[config.mk]
export PLATFORM = sky130hd
export DESIGN_NAME = setare_multi
export DESIGN_NICKNAME = d
export VERILOG_FILES = /design/src/rtl/setare_pkg.sv /design/src/rtl/setare_multi_buton_repeat.sv /design/src/rtl/setare_multi.sv
export SDC_FILE = /design/constraint.sdc
export NUM_CORES = 1
export LEC_CHECK = 0
export ABC_CLOCK_PERIOD_IN_PS = 5800
export CORE_UTILIZATION = 55
export CTS_CLUSTER_DIAMETER = 80
export CTS_CLUSTER_SIZE = 24
export DETAILED_ROUTE_END_ITERATION = 16
export PLACE_DENSITY = 0.81
export SETUP_SLACK_MARGIN = 0.4
export SLEW_MARGIN = 10
export SYNTH_ARGS = -nofsm -noshare
export SYNTH_HDL_FRONTEND = slang
export SYNTH_SLANG_ARGS = --single-unit
[constraint.sdc]
create_clock -name clock -period 5.8 [get_ports clock]
set_input_delay 1.16 -clock clock [delete_from_list [all_inputs] [get_ports clock]]
set_output_delay 1.16 -clock clock [all_outputs]
set_load 0.03 [all_outputs]
[src/rtl/setare_pkg.sv]
// Shared encodings and field widths for the time/alarm setting block.
package setare_pkg;
  localparam int ORE_W = 5;
  localparam int MIN_W = 6;

  typedef enum logic [1:0] {S_IDLE = 2'd0, S_EDIT = 2'd1, S_COMMIT = 2'd2} state_t;
  typedef enum logic {MOD_TIMP = 1'b0, MOD_ALARMA = 1'b1} mode_t;
  typedef enum logic {CAMP_ORE = 1'b0, CAMP_MIN = 1'b1} camp_t;
endpackage

[src/rtl/setare_multi_buton_repeat.sv]
// Edge detect plus hold-to-repeat: one step at the press, one after
// REPEAT_DELAY held cycles, then one every REPEAT_RATE cycles.
module buton_repeat #(
  parameter int REPEAT_DELAY = 50,
  parameter int REPEAT_RATE  = 10
) (
  input  logic clk,
  input  logic rst,
  input  logic i_btn,
  input  logic i_other,
  output logic o_cur,
  output logic o_step
);
  localparam int CMAX  = (REPEAT_DELAY > REPEAT_RATE) ? REPEAT_DELAY : REPEAT_RATE;
  localparam int CNT_W = $clog2(CMAX + 1);

  logic             r_cur, r_prev, r_rep;
  logic [CNT_W-1:0] r_cnt;
  logic             w_run, w_edge, w_hit;

  // The other direction held at the same time freezes everything.
  assign w_run  = r_cur & ~i_other;
  assign w_edge = w_run & ~r_prev;
  assign w_hit  = w_run & (r_rep ? (r_cnt == CNT_W'(REPEAT_RATE))
                                 : (r_cnt == CNT_W'(REPEAT_DELAY)));
  assign o_step = w_edge | w_hit;
  assign o_cur  = r_cur;

  always_ff @(posedge clk or posedge rst) begin
    if (rst) begin
      r_cur  <= 1'b0;
      r_prev <= 1'b0;
      r_rep  <= 1'b0;
      r_cnt  <= '0;
    end else begin
      r_cur  <= i_btn;
      r_prev <= r_cur;
      if (!w_run) begin
        r_cnt <= '0;
        r_rep <= 1'b0;
      end else if (w_hit) begin
        r_cnt <= CNT_W'(1);
        r_rep <= 1'b1;
      end else begin
        r_cnt <= r_cnt + 1'b1;
      end
    end
  end
endmodule

[src/rtl/setare_multi.sv]
// Hour/minute editor for the current time or one of NUM_ALARME alarm slots,
// with a one-cycle load pulse on commit.
module setare_multi
  import setare_pkg::*;
#(
  parameter int NUM_ALARME   = 2,
  parameter int HOUR_MAX     = 23,
  parameter int MIN_MAX      = 59,
  parameter int REPEAT_DELAY = 50,
  parameter int REPEAT_RATE  = 10,
  localparam int IDX_W       = (NUM_ALARME <= 1) ? 1 : $clog2(NUM_ALARME)
) (
  input  logic             clock,
  input  logic             reset,
  input  logic             semnal_setare,
  input  logic             semnal_setare_a,
  input  logic [IDX_W-1:0] alarma_sel,
  input  logic             semnal_b1,
  input  logic             semnal_b3,
  input  logic             semnal_b2,
  input  logic             semnal_stop,
  input  logic [ORE_W-1:0] ore_in,
  input  logic [MIN_W-1:0] minute_in,
  output logic [ORE_W-1:0] ore,
  output logic [MIN_W-1:0] minute,
  output logic             camp,
  output logic             edit_activ,
  output logic [IDX_W-1:0] alarma_idx,
  output logic             load_timp,
  output logic             load_alarma
);
  localparam int E_SET = 0, E_SETA = 1, E_B2 = 2, E_STOP = 3;

  state_t           r_state;
  mode_t            r_mode;
  camp_t            r_camp;
  logic [ORE_W-1:0] r_ore;
  logic [MIN_W-1:0] r_min;
  logic [IDX_W-1:0] r_idx;
  logic             r_edit, r_load_timp, r_load_alarma;
  logic [3:0]       r_cur, r_prev;
  logic [3:0]       w_edge;
  logic             w_inc, w_dec, w_b1_cur, w_b3_cur;

  buton_repeat #(.REPEAT_DELAY(REPEAT_DELAY), .REPEAT_RATE(REPEAT_RATE)) u_b1 (
    .clk(clock), .rst(reset), .i_btn(semnal_b1), .i_other(w_b3_cur),
    .o_cur(w_b1_cur), .o_step(w_inc)
  );
  buton_repeat #(.REPEAT_DELAY(REPEAT_DELAY), .REPEAT_RATE(REPEAT_RATE)) u_b3 (
    .clk(clock), .rst(reset), .i_btn(semnal_b3), .i_other(w_b1_cur),
    .o_cur(w_b3_cur), .o_step(w_dec)
  );

  assign w_edge = r_cur & ~r_prev;

  always_ff @(posedge clock or posedge reset) begin
    if (reset) begin
      r_cur  <= '0;
      r_prev <= '0;
    end else begin
      r_cur  <= {semnal_stop, semnal_b2, semnal_setare_a, semnal_setare};
      r_prev <= r_cur;
    end
  end

  always_ff @(posedge clock or posedge reset) begin
    if (reset) begin
      r_state       <= S_IDLE;
      r_mode        <= MOD_TIMP;
      r_camp        <= CAMP_ORE;
      r_ore         <= '0;
      r_min         <= '0;
      r_idx         <= '0;
      r_edit        <= 1'b0;
      r_load_timp   <= 1'b0;
      r_load_alarma <= 1'b0;
    end else begin
      r_load_timp   <= 1'b0;
      r_load_alarma <= 1'b0;
      case (r_state)
        S_IDLE: begin
          if (w_edge[E_SET] || w_edge[E_SETA]) begin
            r_state <= S_EDIT;
            r_edit  <= 1'b1;
            r_camp  <= CAMP_ORE;
            r_ore   <= (ore_in > ORE_W'(HOUR_MAX)) ? '0 : ore_in;
            r_min   <= (minute_in > MIN_W'(MIN_MAX)) ? '0 : minute_in;
            if (w_edge[E_SET]) begin
              r_mode <= MOD_TIMP;
            end else begin
              r_mode <= MOD_ALARMA;
              r_idx  <= alarma_sel;
            end
          end
        end
        S_EDIT: begin
          if (w_edge[E_STOP]) begin
            r_state <= S_COMMIT;
            if (r_mode == MOD_TIMP) r_load_timp <= 1'b1;
            else                    r_load_alarma <= 1'b1;
          end else begin
            // Step uses the field selected before any toggle in this cycle.
            if (w_inc) begin
              if (r_camp == CAMP_ORE) r_ore <= (r_ore == ORE_W'(HOUR_MAX)) ? '0 : r_ore + 1'b1;
              else                    r_min <= (r_min == MIN_W'(MIN_MAX)) ? '0 : r_min + 1'b1;
            end else if (w_dec) begin
              if (r_camp == CAMP_ORE) r_ore <= (r_ore == '0) ? ORE_W'(HOUR_MAX) : r_ore - 1'b1;
              else                    r_min <= (r_min == '0) ? MIN_W'(MIN_MAX) : r_min - 1'b1;
            end
            if (w_edge[E_B2]) r_camp <= (r_camp == CAMP_ORE) ? CAMP_MIN : CAMP_ORE;
          end
        end
        S_COMMIT: begin
          r_state <= S_IDLE;
          r_edit  <= 1'b0;
        end
        default: r_state <= S_IDLE;
      endcase
    end
  end

  assign ore         = r_ore;
  assign minute      = r_min;
  assign camp        = r_camp;
  assign edit_activ  = r_edit;
  assign alarma_idx  = r_idx;
  assign load_timp   = r_load_timp;
  assign load_alarma = r_load_alarma;
endmodule

==> results of run 1 <==
==> through the flow <==
step | cells | cell area [µm²]
2_1_floorplan | 246 | 2394
3_3_place_gp | 323 | 2760
3_5_place_dp | 323 | 2760
4_1_cts | 331 | 2859
5_1_grt | 331 | 2859
6_report | 331 | 2859
==> Yosys cell counts, drive strengths merged, types with 5 or more instances <==
| master | n | area share, % |
|---|---|---|
| or3 | 5 | 1.3 |
| a31oi | 5 | 1.3 |
| nor2 | 26 | 4.1 |
| nand2 | 16 | 2.8 |
| ha | 9 | 4.7 |
| nand2b | 10 | 2.6 |
| o21ai | 5 | 1.0 |
| clkbuf | 6 | 0.94 |
| dfrtp | 45 | 47 |
| inv | 14 | 2.2 |
| nand3 | 14 | 2.9 |
| a21oi | 21 | 4.4 |
| nor3 | 5 | 1.0 |
| xnor2 | 7 | 2.6 |
| xor2 | 5 | 1.8 |
==> report_power, final <==
part | switching, µW | internal [µW] | total [µW] | leakage, µW
registers | 89.2 | 372 | 461 | 0.000559
logic | 296 | 238 | 534 | 0.000589
clock network | 110 | 98.1 | 209 | 0.0000478
total | 495 | 708 | 1200 | 0.00120
==> cell families (layout without fill, tap and decap cells) <==
kind of cell | Yosys count | count (layout) | share of synthesized area, %
AOI/OAI and AO/OA | 57 | 57 | 16.26
xor gates and xnor gates | 12 | 12 | 4.391
adders and majority gates | 9 | 9 | 4.705
buffers and inverters | 23 | 58 | 4.443
DFF | 45 | 45 | 47.05
muxes | 4 | 4 | 1.830
and+or+nand+nor | 96 | 96 | 21.33
==> sequential cells by signal, summed over array words and instances (netlist names), 2 cells and up <==
register,cells
u_b3.r_cnt,6
r_prev,4
ore,5
r_cur,4
r_state,2
minute,6
u_b1.r_cnt,6
==> worst paths after layout <==
check | endpoint | slack, ps | cells past startpoint
max | minute[2] | 3080 | 1
min | r_prev[1] | 380 | 0
max reg2reg | minute[2] | 3620 | 6
min reg2reg | r_prev[1] | 380 | 0
max in group asynchronous | r_state[0] | 4110 | 3
min in group asynchronous | u_b1.r_cnt[3] | 1290 | 3
==> per-layer routing <==
| metal | global-route usage [%] | vias to the layer above | share of wire (%) |
|---|---|---|---|
| met1 | 29.76 | 906 | 46 |
| met5 | 0 | - | 0 |
| met4 | 8.333 | 0 | 0.96 |
| met2 | 36.52 | 59 | 48 |
| li1 | - | 943 | - |
| met3 | 5.000 | 4 | 5.3 |
==> area by class of cell <==
cell class	instances	area, µm²
inverters	14	52.55
clock buffers	6	82.58
flip-flops and latches	45	1126
fillers	308	1227
multi-input cells	178	1161
clock inverters	2	16.27
well taps	50	62.56
repair buffers	36	357.8
==> flow_summary_export.csv, run 1 <==
group,metric,value,unit
route,drtAntennaViolNets,0,
die,placement_rows,23,
die,die_h,67.97,µm
power_and_ir_drop,power.total,1203,µW
route,drc,0,
clock_tree,cts_buffer_depth,2,
cells_and_area,utilization,69.96,%
clock_tree,cts_max_level,2,
timing,tns,0,ps
critical_path,worstSetupStartpoint,"minute[2]",
power_and_ir_drop,p_per_area,420.9,mW/mm²
placement,dpl_worst_slack,3370,ps
logic_synthesis,syn_nets,275,
min_path,min_path_type,"register to register",
critical_path,worstPathRequired,4640,ps
clock_tree,cts_buffers,5,
clock_tree,clkLatencyLatePin,300,ps
cells_and_area,syn2layout_area_growth,19.45,%
logic_synthesis,ys_types,55,
critical_path,cpLargestDelayFamily,"buffers and inverters",
grt,grt_max_degree,46,
grt,grt_usage,22.69,%
timing,finalMaxSlewViolations,0,
logic_synthesis,synthCells,246,
power_and_ir_drop,total_leakage_power,0.001195,µW
clock_tree,cts_tree,"done",
grt,grt_first_pass_wirelength,7810,µm
timing,hold-worst-slack,382.8,ps
die,num_io_pins,36,
grt,grt_pass1_vias,1721,
timing,worst_pin_slew,770.9,ps
logic_synthesis,syn_area_per_cell,9.730,µm²
clock_tree,clk_pin_slew,90,ps
placement,io_buffers,35,
placement,dpl.hpwl,3240,µm
critical_path,slowest_stage,"clkdlybuf4s50_1",
route,wl_per_cell,14.13,µm
route,first_pass_iters,4,
logic_synthesis,syn_area,0.002394,mm²
cells_and_area,drive_above_1_share,6.050,%
critical_path,crit_arrival,1560,ps
critical_path,cp-end-kind,"output pin",
timing,fin_crit_sh,46.90,%
die,design.core.area,0.004086,mm²
timing,min_period,2720,ps
cells_and_area,final_common_cell,"dfrtp_1",
logic_synthesis,synth_warnings,0,
timing,max_freq,367.7,MHz
die,die_w,67.97,µm
logic_synthesis,synth_flop_cell,"dfrtp_1",
clock_tree,clockRootBuffer,"clkbuf_8",
placement,gp_congestion,0.8845,
route,viasPerCell,5.776,
clock_tree,ctsResizeCount,0,
clock_tree,clkSinkCount,45,
critical_path,critical_path.max_stage_delay,750,ps
logic_synthesis,ys_ff_latch,45,
timing,hold_viol,0,
clock_tree,cts.hold.buffers_added,0,
clock_tree,cts_setup_buffers,0,
critical_path,crit_path_start_kind,"register",
cells_and_area,final_cell_mix,"dfrtp_1 (45), clkdlybuf4s50_1 (35), nor2_1 (26)",
min_path,hp-start,"r_cur[1]",
timing,worst_slack,3080,ps
run_status,status,"finished, final reports clean",
timing,relSlewSlack,48.42,%
timing,setup_viol,0,
route,drt-total-wl,4676,µm
cells_and_area,diodes,0,
power_and_ir_drop,ir_worst_vdd,0.2377,mV
critical_path,path_class,"register to output pin",
die,die_area,0.004620,mm²
grt,antenna_found_initial,0,
logic_synthesis,async_flop_share,100.0,%
job,drv_cap,0,
timing,clock_skew,3.983,ps
logic_synthesis,synth_edf_count,0,
route,vias,1912,
die,initial_utilization,58.57,%
timing,rsz0062_at_grt,"false",
critical_path,reg2reg_from,"u_b1.r_cnt[5]",
cells_and_area,nNetsFinal,309,
critical_path,crit_buf_inv,1,
critical_path,cp_max_fo,10,
grt,grt-ovfl-total,0,
route,drt_iter0_drc,199,
logic_synthesis,ys_seq_area_share,47.05,%
critical_path,cp_cell_sequence,"clkdlybuf4s50_1",
Note: power is estimated with default switching activity, not from simulation.
==> inputs of run 2 (changes only) <==
- ABC_CLOCK_PERIOD_IN_PS: 5800 -> 2850
- CORE_UTILIZATION: 55 -> 54
- PLACE_DENSITY: 0.81 -> 0.8
- clock period: 5.8 -> 2.85 ns (I/O delays scaled with it)
==> flow_summary_export.csv, run 2 (synthesis gave the netlist of run 1 again) <==
group,metric,value,unit
critical_path,cpLargestDelayFamily,"compound AO/OA/AOI/OAI gates",
cells_and_area,drive_above_1_share,6.050,%
timing,tns,0,ps
clock_tree,ctsResizeCount,0,
route,dr_wl_met3,160,µm
timing,hold_viol,0,
die,die_h,68.58,µm
route,drt-total-wl,4979,µm
clock_tree,clkSinkCount,45,
critical_path,rrSetupSlack,670,ps
route,vias,1933,
grt,grt_usage,23.83,%
timing,max_freq,458.7,MHz
die,initial_utilization,58.16,%
route,viasPerCell,5.840,
die,die_w,68.58,µm
cells_and_area,final_design_area_no_fill,0.002875,mm²
clock_tree,clk_pin_slew,90,ps
run_status,status,"finished, final reports clean",
clock_tree,cts.hold.buffers_added,0,
cells_and_area,syn2layout_area_growth,20.13,%
clock_tree,clkLatencyLatePin,300,ps
die,num_io_pins,36,
route,dr.max_layer_used,"met4",
placement,place_area,0.002768,mm²
timing,clock_skew,5.186,ps
route,drt_iter0_drc,113,
grt,antenna_found_initial,0,
timing,fin_crit_sh,76.49,%
critical_path,cp_max_fo,13,
critical_path,worstPathRequired,3070,ps
critical_path,cp_cell_sequence,"nand4bb_1, a2111o_1, nand2_4, mux2_2, a211o_1, a31oi_1",
timing,min_period,2180,ps
clock_tree,cts_tree,"done",
critical_path,crit_path_start_kind,"register",
placement,gp_congestion,0.8213,
critical_path,crit_buf_inv,0,
timing,setup_viol,0,
critical_path,path_class,"register to register",
min_path,min_path_type,"register to register",
timing,rsz0062_at_grt,"false",
route,drtAntennaViolNets,0,
grt,grt_max_degree,46,
route,wl_met2,2345,µm
die,die_area,0.004703,mm²
cells_and_area,final_common_cell,"dfrtp_1",
route,first_pass_iters,4,
timing,finalMaxSlewViolations,0,
die,design.core.area,0.004115,mm²
cells_and_area,diodes,0,
critical_path,critical_path.max_stage_delay,500,ps
route,wl_per_cell,15.04,µm
clock_tree,cts_setup_buffers,0,
grt,grt-ovfl-total,0,
power_and_ir_drop,p_per_area,881.0,mW/mm²
placement,dpl.hpwl,3385,µm
job,drv_cap,0,
grt,grt_first_pass_wirelength,8204,µm
die,placement_rows,23,
grt,grt_pass1_vias,1829,
critical_path,cp-end-kind,"register",
placement,io_buffers,35,
power_and_ir_drop,power.total,2533,µW
clock_tree,clockRootBuffer,"clkbuf_8",
cells_and_area,utilization,69.87,%
clock_tree,cts_buffer_depth,2,
route,drc,0,
clock_tree,cts_max_level,2,
cells_and_area,nNetsFinal,310,
critical_path,slowest_stage,"a2111o_1",
power_and_ir_drop,ir_worst_vdd,0.5111,mV
power_and_ir_drop,total_leakage_power,0.001207,µW
timing,worst_pin_slew,692.6,ps
critical_path,crit_arrival,2400,ps
clock_tree,cts_buffers,5,
cells_and_area,final_cell_mix,"dfrtp_1 (45), clkdlybuf4s50_1 (35), nor2_1 (26)",
route,met1Wirelength,2416,µm
timing,relSlewSlack,53.55,%
cells_and_area,fillers,324,
-- run 2: changes by cell type in the layout (fill, tap and decap cells not counted) --
| cell | previous run | this run |
|---|---|---|
| buf_4 | 1 | 2 |
| bufinv_16 | 0 | 1 |
| clkbuf_8 | 6 | 5 |
| clkinvlp_4 | 1 | 0 |
-- run 2: area by class of cell --
type / count / area, µm² / area share [%]
multi-input combinational: 178 / 1161 / 40.38
sequential: 45 / 1126 / 39.16
timing repair buffer: 37 / 365.4 / 12.71
clock buffer: 5 / 68.82 / 2.393
tap: 50 / 62.56 / 2.176
inverter: 14 / 52.55 / 1.828
clock inverter: 2 / 38.79 / 1.349
-- run 2: routing by layer --
metal | vias to the layer above | track usage [%]
li1 | 941 | -
met4 | 0 | 9.375
met2 | 44 | 37.50
met5 | - | 0
met3 | 7 | 5.428
met1 | 941 | 31.75
-- run 2: worst reg2reg max path: cells and delay by family, from the launching register on --
kind | cells | cell delay [ps]
AO/OA/AOI/OAI | 3 | 940
flip-flops | 1 | 420
multiplexers | 1 | 350
AND/OR/NAND/NOR | 2 | 390
-- run 2: metrics by stage --
stage | hold WS (ps) | instances | setup slack, ps
after global routing | 399.2 | 331 | 515.6
final | 386.7 | 331 | 670.0
after global placement | 364.6 | 324 | 762.6
after CTS | 390.5 | 331 | 674.1
after detailed placement | 371.0 | 324 | 695.9
after floorplan | 354.6 | 246 | 840.4
-- run 2: final timing paths --
| path | from | endpoint | depth (start not counted) |
|---|---|---|---|
| max in group asynchronous | reset | r_cur[2] | 3 |
| min reg2reg | r_cur[2] | r_prev[2] | 0 |
| max | u_b1.r_cnt[4] | minute[2] | 6 |
| max reg2reg | u_b1.r_cnt[4] | minute[2] | 6 |
| min | r_cur[2] | r_prev[2] | 0 |
| min in group asynchronous | reset | u_b1.r_cnt[4] | 3 |
-- run 2: where the power goes --
group	internal [µW]	switching, µW
clock	260	224
sequential	757	185
combinational	489	618
==> inputs of run 3 (changes only) <==
- ABC_CLOCK_PERIOD_IN_PS: 2850 -> 2200
- clock period: 2.85 -> 2.2 ns (I/O delays scaled with it)
==> flow_summary_export.csv, run 3 (synthesis gave the netlist of run 1 again) <==
group,metric,value,unit
min_path,hp-start,"r_cur[0]",
grt,antenna_found_initial,0,
die,initial_utilization,58.16,%
cells_and_area,final_common_cell,"dfrtp_1",
cells_and_area,syn2layout_area_growth,31.16,%
critical_path,crit_path_start_kind,"register",
job,drv_cap,0,
die,design.core.area,0.004115,mm²
critical_path,critical_path.max_stage_delay,520,ps
critical_path,reg2reg_from,"u_b1.r_cnt[4]",
grt,grt_usage,26.73,%
clock_tree,cts_buffers,5,
route,first_pass_iters,4,
timing,hold-worst-slack,380.2,ps
timing,fin_crit_sh,96.38,%
run_status,status,"finished, final reports clean",
cells_and_area,drive_above_1_share,19.21,%
timing,hold_viol,0,
clock_tree,clk_pin_slew,80,ps
grt,grt_max_degree,30,
route,drt-total-wl,5641,µm
timing,relSlewSlack,59.09,%
cells_and_area,diodes,0,
placement,io_buffers,35,
cells_and_area,final_design_area_no_fill,0.003139,mm²
timing,max_freq,471.6,MHz
clock_tree,clkLatencyLatePin,300,ps
timing,worst_pin_slew,609.8,ps
cells_and_area,nNetsFinal,331,
route,wl_per_cell,16.03,µm
placement,dpl_worst_slack,75.63,ps
die,die_area,0.004703,mm²
min_path,min_path_type,"register to register",
power_and_ir_drop,p_per_area,1071,mW/mm²
clock_tree,cts_tree,"done",
timing,min_period,2120,ps
critical_path,crit_path_end,"ore[2]",
cells_and_area,fillers,270,
route,drc,0,
critical_path,worstSetupStartpoint,"u_b1.r_cnt[4]",
critical_path,cp-end-kind,"register",
timing,finalMaxSlewViolations,0,
timing,rsz0062_at_grt,"true",
power_and_ir_drop,power.total,3363,µW
die,num_io_pins,36,
critical_path,worstPathRequired,2390,ps
grt,grt-ovfl-total,0,
critical_path,cp_cell_sequence,"buf_4, nand4bb_1, a2111o_1, nand2_4, buf_12, mux2_4, a32oi_1, o22ai_1",
placement,dpl.hpwl,3550,µm
route,drtAntennaViolNets,0,
placement,gp_congestion,0.9158,
timing,tns,0,ps
die,die_h,68.58,µm
critical_path,r2r_cells,8,
power_and_ir_drop,ir_worst_vdd,0.5996,mV
cells_and_area,final_cell_mix,"dfrtp_1 (44), nor2_1 (23), clkdlybuf4s50_1 (21)",
route,drt_iter0_drc,193,
route,vias,2050,
timing,clock_skew,7.143,ps
clock_tree,clkSinkCount,45,
critical_path,slowest_stage,"a2111o_1",
die,die_w,68.58,µm
clock_tree,cts_max_level,2,
grt,grt_pass1_vias,1948,
power_and_ir_drop,total_leakage_power,0.001367,µW
grt,grt_first_pass_wirelength,9025,µm
critical_path,reg2reg_to,"ore[2]",
timing,worst_slack,79.64,ps
critical_path,rrSetupSlack,80,ps
critical_path,cp_max_fo,6,
critical_path,path_class,"register to register",
critical_path,crit_arrival,2310,ps
route,viasPerCell,5.824,
clock_tree,cts_buffer_depth,2,
timing,setup_viol,0,
placement,place_area,0.002813,mm²
clock_tree,clockRootBuffer,"clkbuf_8",
die,placement_rows,23,
[run 3: power breakdown]
part           leakage [µW]  internal, µW  switching [µW]
logic              0.000755           660             875
registers          0.000558           983             242
clock network     0.0000540           330             273
[run 3: area by class of cell]
class	count	area, µm²	share of cell area (%)
Clock buffer	5	68.82	2.192
Clock inverter	2	35.03	1.116
Inverter	14	52.55	1.674
Multi-Input combinational cell	178	1250	39.82
Sequential cell	45	1127	35.91
Tap cell	50	62.56	1.993
Timing Repair Buffer	58	543.0	17.30
[run 3: worst min path at each step]
| stage | endpoint | slack [ps] | depth (start not counted) |
|---|---|---|---|
| 6_report | r_prev[0] | 380 | 0 |
| 4_1_cts | r_prev[0] | 390 | 0 |
| 2_1_floorplan | r_prev[0] | 350 | 0 |
| 5_1_grt | r_prev[0] | 400 | 0 |
| 3_3_place_gp | r_prev[0] | 360 | 0 |
| 3_5_place_dp | r_prev[0] | 360 | 0 |
[run 3: through the flow]
step / util, % / cells
6_report: 76.28 / 352
5_1_grt: 76.28 / 352
4_1_cts: 73.88 / 348
3_5_place_dp: 68.35 / 326
3_3_place_gp: 68.35 / 326
2_1_floorplan: - / 246
[run 3: metal layers]
layer | track usage [%] | share of wire (%) | up-vias
li1 | - | - | 982
met1 | 32.02 | 42 | 995
met2 | 47.06 | 52 | 61
met3 | 7.072 | 5.5 | 12
met4 | 7.292 | 1.3 | 0
met5 | 0 | 0 | -
[run 3: worst max-delay path: cells and delay by family (launching register included)]
family / cells / cell delay, ps
AOI/OAI and AO/OA: 3 / 790
buffers and inverters: 2 / 260
DFF: 1 / 400
muxes: 1 / 300
and+or+nand+nor: 2 / 250
[run 3: timing repair]
item,4_1_cts,5_1_grt
setup endpoints to repair,23,20
pin swaps,3,11
setup buffers,13,4
hold buffers,0,0
gates cloned,2,0
resized for setup,20,16
